### config.mk
export PLATFORM = sky130hd
export DESIGN_NAME = wb_rep_sequencer
export DESIGN_NICKNAME = d
export VERILOG_FILES = /design/src/rtl/wb_rep_sequencer_pkg.sv /design/src/rtl/wb_rep_sequencer_stop_eval.sv /design/src/rtl/wb_rep_sequencer.sv
export SDC_FILE = /design/constraint.sdc
export NUM_CORES = 1
export LEC_CHECK = 0
export ABC_AREA = 1
export BUFFER_PORTS_ARGS = -buffer_cell sky130_fd_sc_hd__buf_2
export CAP_MARGIN = 10
export CORE_ASPECT_RATIO = 1.1
export CORE_MARGIN = 2
export CORE_UTILIZATION = 52
export DETAILED_ROUTE_END_ITERATION = 8
export HOLD_SLACK_MARGIN = 0.15
export MAX_ROUTING_LAYER = met4
export PLACE_DENSITY = 0.95
export SLEW_MARGIN = 30
export SYNTH_ARGS = -nofsm -noshare
export SYNTH_HDL_FRONTEND = slang
export SYNTH_SLANG_ARGS = --single-unit
### constraint.sdc
create_clock -name CLK -period 3.3 [get_ports CLK]
set_input_delay 0.165 -clock CLK [delete_from_list [all_inputs] [get_ports CLK]]
set_output_delay 0.165 -clock CLK [all_outputs]
set_load 0.03 [all_outputs]
### src/rtl/wb_rep_sequencer_pkg.sv
// rtl/wb_rep_sequencer_pkg.sv - shared writeback encodings for the string-repeat sequencer
package wb_rep_sequencer_pkg;

  typedef enum logic [1:0] {
    REP_NONE  = 2'b00,
    REP_REP   = 2'b01,
    REP_REPE  = 2'b10,
    REP_REPNE = 2'b11
  } rep_mode_e;

  typedef enum logic [1:0] {
    ST_IDLE   = 2'd0,
    ST_ITER   = 2'd1,
    ST_HALTED = 2'd2
  } seq_state_e;

endpackage

### src/rtl/wb_rep_sequencer_stop_eval.sv
// rtl/wb_rep_sequencer_stop_eval.sv - combinational end-of-string decision for one iteration
module wb_rep_stop_eval
  import wb_rep_sequencer_pkg::*;
#(
  parameter int CNT_W = 32
) (
  input  logic [1:0]       rep_mode,
  input  logic             zf,
  input  logic [CNT_W-1:0] count,
  output logic             stop
);

  rep_mode_e mode;
  assign mode = rep_mode_e'(rep_mode);

  // Zero test spans the full count so a wrapped all-ones count keeps repeating.
  assign stop = (mode == REP_NONE)
              | (count == '0)
              | ((mode == REP_REPE)  & ~zf)
              | ((mode == REP_REPNE) &  zf);

endmodule

### src/rtl/wb_rep_sequencer.sv
// rtl/wb_rep_sequencer.sv - writeback-stage sequencer for REP/REPE/REPNE string instructions
module wb_rep_sequencer
  import wb_rep_sequencer_pkg::*;
#(
  parameter int CNT_W  = 32,
  parameter int PTR_W  = 32,
  parameter int ITER_W = 16
) (
  input  logic              CLK,
  input  logic              RST,
  input  logic              WB_V,
  input  logic              UOP_FIRST,
  input  logic              UOP_LAST,
  input  logic [1:0]        REP_MODE,
  input  logic              ZF,
  input  logic [CNT_W-1:0]  WB_RESULT_C,
  input  logic [PTR_W-1:0]  WB_RESULT_A,
  input  logic              IS_HALT,
  output logic [PTR_W-1:0]  saved_ptr,
  output logic              repeat_all,
  output logic              terminate_all,
  output logic              halt_all,
  output logic [ITER_W-1:0] iter_cnt,
  output logic              busy
);

  seq_state_e        state_q, state_d;
  logic [PTR_W-1:0]  ptr_d;
  logic [ITER_W-1:0] iter_base, iter_d;
  logic              rep_d, term_d, halt_d;
  logic              take_last;
  logic              stop;

  wb_rep_stop_eval #(.CNT_W(CNT_W)) u_stop_eval (
    .rep_mode (REP_MODE),
    .zf       (ZF),
    .count    (WB_RESULT_C),
    .stop     (stop)
  );

  // The count of the finished instruction is visible during its terminate pulse, then drops.
  assign iter_base = terminate_all ? '0 : iter_cnt;
  assign busy      = (state_q == ST_ITER);

  always_comb begin
    state_d   = state_q;
    ptr_d     = saved_ptr;
    iter_d    = iter_base;
    rep_d     = 1'b0;
    term_d    = 1'b0;
    halt_d    = halt_all;
    take_last = 1'b0;

    case (state_q)
      ST_IDLE: begin
        if (WB_V && IS_HALT) begin
          state_d = ST_HALTED;
          halt_d  = 1'b1;
        end else if (WB_V && UOP_FIRST) begin
          ptr_d     = WB_RESULT_A;
          state_d   = ST_ITER;
          take_last = UOP_LAST;
        end
      end
      ST_ITER: begin
        if (WB_V && IS_HALT) begin
          state_d = ST_HALTED;
          halt_d  = 1'b1;
        end else begin
          if (WB_V && UOP_FIRST) ptr_d = WB_RESULT_A;
          take_last = WB_V && UOP_LAST;
        end
      end
      ST_HALTED: begin
      end
      default: state_d = ST_IDLE;
    endcase

    if (take_last) begin
      iter_d = (iter_base == '1) ? iter_base : iter_base + ITER_W'(1);
      if (stop) begin
        term_d  = 1'b1;
        state_d = ST_IDLE;
      end else begin
        rep_d = 1'b1;
      end
    end
  end

  always_ff @(posedge CLK or posedge RST) begin
    if (RST) begin
      state_q       <= ST_IDLE;
      saved_ptr     <= '0;
      iter_cnt      <= '0;
      repeat_all    <= 1'b0;
      terminate_all <= 1'b0;
      halt_all      <= 1'b0;
    end else begin
      state_q       <= state_d;
      saved_ptr     <= ptr_d;
      iter_cnt      <= iter_d;
      repeat_all    <= rep_d;
      terminate_all <= term_d;
      halt_all      <= halt_d;
    end
  end

endmodule
==> results summary <==
The maximum clock skew at final layout is 9.80 ps. From synthesis to final layout, the design area changed by 37.0%. For this design the static power due to leakage is 2.15 nW. The layout cell share with drive strength beyond 1 came out at 44.5%. The number of global-route vias before repair was 2,888. In this run the power density over the cells is 738 nW/um2. The synthesized netlist contains 33 unique library cells. Global routing used 27.3% of the available tracks across all layers.

The critical path contains buffers and inverters numbering 2 combined. The pre-CTS worst setup slack is 1240 ps. The residual overflow from global routing is 0. The final number of max-transition violations was 0. The wire-length estimate of the detail-placed layout is 5.21 mm. The path class of the lowest-slack min-delay path is input port to register.

Leaving out fill and tap cells, the most frequent cell in the layout is buf_2. The post-synthesis cell count came out at 303. The number of remaining DRC errors is 0.

The largest incremental delay on the critical path came out at 700 ps. Clock-pin slew was measured on the worst setup and hold paths at 100 ps. The number of vias per cell is 5.09. At the pin with the least slew margin, the transition time is 882 ps. The vertical die dimension is 83.5 um. Walking the worst path, the cells encountered are dlygate4sd3_1 -> buf_2 -> a21oi_2 -> nand3_2 -> mux2_2.

The time the final worst path needs with I/O delays and setup came out at 2140 ps. The clock net sink count is 53. The number of antenna violations at the first check in global routing is 0.

No sink is reached through more buffers than the 2 on the longest clock path. Clock latency on the worst-skew pair, taken at its later pin, is 300 ps. The largest individual stage delay along the critical path comes from the cell nand3_2. Summed over all instances, the cell type with the most area after synthesis is dfrtp_1. The kind of start point of the critical path is an input port. The post-synthesis cell area is 2990 um2. The final setup violation count is 0. The data required time of the worst path is 3500 ps.

After the flow finishes, the layout carries non-filler instances totaling 538. The data arrival time of the critical path came out at 2340 ps. The total CTS buffers came out at 5. The critical path is of the input port to register type.

The mean routed wirelength per cell is 15.1 um. The detailed router placed 2,739 vias in this run. The first-pass iteration count of the detailed router is 4. The number of cells upsized or downsized after cts is 0.

The number of top-level pins is 125. The routed design has 8.11 mm of wire. The width of the die is 76.2 um. The average cell area after synthesis is 9.85 um2. The fraction of post-synthesis cell area in the top cell type by area is 44.4%. The antenna diode count came out at 0. The worst pin sits at a relative slew slack of 41.1%. The area of the placeable core came out at 5470 um2. The cell sitting at the root of the clock tree is a clkbuf_8.

The count of standard-cell rows is 28. The full die area is 6360 um2. Setup repair after global routing left no endpoint under its margin. The pin count of the biggest net entering global routing is 54. In the post-synthesis netlist, the biggest area contributors are dfrtp_1 44%, mux2_2 9.1%, nand2_1 7.3%, nor2_1 4.9%, mux2_4 4.0%. The cell count after placement came out at 496. The first global-routing pass estimated 13.7 mm of wire.

The number of DRC violations after detailed-routing iteration 0 is 124. Dividing the final minimum period by the clock period gives 64.9%. Fill cells in the final layout number 383.

The H-tree was split into 2 levels. The synthesis-stage register bit count is 53. In this design, the largest share of critical-path delay is due to simple AND/OR/NAND/NOR gates. The count of yosys warnings during synthesis came out at 0. In the post-route analysis, the smallest setup slack over all paths is 1160 ps. The library cells used most frequently in the layout, excluding fill and tap cells, are 124 x buf_2, 58 x nand2_1, 53 x dfrtp_1, 39 x nor2_1, 34 x dlygate4sd3_1. The final-stage net count came out at 536.

During placement, the flow inserted port buffers numbering 124. The overall power of the completed layout is 3.02 mW. The post-synthesis net count came out at 377.

Across the VDD grid, the largest voltage drop is 0.738 mV. The count of endpoints failing hold in the final timing report came out at 0. The total of max-cap violations is 0.

The weighted congestion reported at the end of routability-driven placement came out at 0.843. The initial cell density of the core came out at 54.6%. Along the worst path, the maximum fanout reaches 33.

Static timing analysis puts the maximum clock frequency at 0.467 GHz. The run finished with clean final reports. The category of the worst setup path capture point is a register. The register area share after synthesis came out at 44.4%. The final sum of negative setup slack came out at 0 ps.

In this run the remaining antenna-violating nets after routing total 0. The TritonCTS clock tree is built.
metal layers:
metal | global-route usage (%) | vias up | wire length, um
met1 | 33.2 | 1295 | 3330
met2 | 46.4 | 119 | 4100
met3 | 4.44 | 18 | 486
li1 | - | 1307 | -
met4 | 9.42 | 0 | 190
met5 | - | - | 0
sequential cells by signal, summed over array words and instances, names as in the netlist:
signal and flops:
saved_ptr 32, iter_cnt 16, state_q 2, halt_all 1, repeat_all 1, terminate_all 1
stage by stage:
stage	hold slack [ps]	util [%]	instance area (um2)
finish	211	74.9	4090
global route	224	74.9	4090
CTS	178	74.9	4090
detailed placement	307	66.5	3630
global placement	395	66.5	3630
floorplan	314	-	2990
where the power goes:
| group | leakage [nW] | switching (mW) | internal, mW |
|---|---|---|---|
| Sequential | 0.656 | 0.199 | 0.903 |
| Combinational | 1.43 | 0.943 | 0.517 |
| Clock | 0.0591 | 0.227 | 0.232 |
final cells by class:
type,count,area (um2),share of cell area [%]
clock buffers,5,68.8,1.68
clock inverters,3,47.5,1.16
inverters,29,114,2.78
multi-input cells,214,1470,36.0
flip-flops and latches,53,1330,32.4
well taps,75,93.8,2.29
repair buffers,159,968,23.7
cells in the mapped netlist:
library cell	instances
a31oi_1	1
nand2_4	6
ha_1	1
nand4_1	8
o21ai_0	2
nor2_8	4
buf_6	4
nand2_1	58
nand4_4	1
inv_1	25
nand3_1	14
inv_4	1
xnor2_1	2
nor3_1	1
nor3_4	1
nand3_4	3
nor2_2	2
a21oi_2	1
a21oi_1	1
o21ai_1	14
buf_2	2
nor2_1	39
dfrtp_1	53
inv_2	3
mux2_4	8
nand2_2	5
nor2_4	8
buf_12	1
nand3_2	5
o21bai_1	1
mux2_2	24
xor2_1	3
nand3b_1	1
cell families (layout without fill, tap and decap cells):
kind of cell	count (synthesis)	count (layout)	synth area share [%]
AND/OR/NAND/NOR	156	156	30.8
flip-flops	53	53	44.4
buffers and inverters	36	196	6.24
multiplexers	32	32	13.1
AO/OA/AOI/OAI	20	20	3.60
XOR/XNOR	5	5	1.47
adder cells (fa/ha/maj)	1	1	0.419
repair_timing:
action / 4_1_cts / 5_1_grt
hold buffers: 34 / 0
endpoints found under the hold margin: 86 / 0
setup buffers: 0 / 0
final timing paths:
path                                     from             to  slack, ps  cells past startpoint
worst max-delay path                  IS_HALT   saved_ptr[6]       1160                      5
worst min-delay path                     WB_V       halt_all        210                      3
worst max register to register  terminate_all   iter_cnt[10]       1240                     10
worst min register to register   saved_ptr[7]   saved_ptr[7]        510                      1
max in group asynchronous                 RST     state_q[0]       2330                      3
min in group asynchronous                 RST  saved_ptr[11]        520                      3
worst register-to-register path, delay by kind of cell, from the launching register on:
| family | cells | cell delay (ps) |
|---|---|---|
| simple gates | 7 | 1040 |
| buf+inv | 1 | 50 |
| compound gates | 1 | 100 |
| flops | 1 | 580 |
| fa+ha+maj | 1 | 240 |
(Power assumes the default switching activity.)
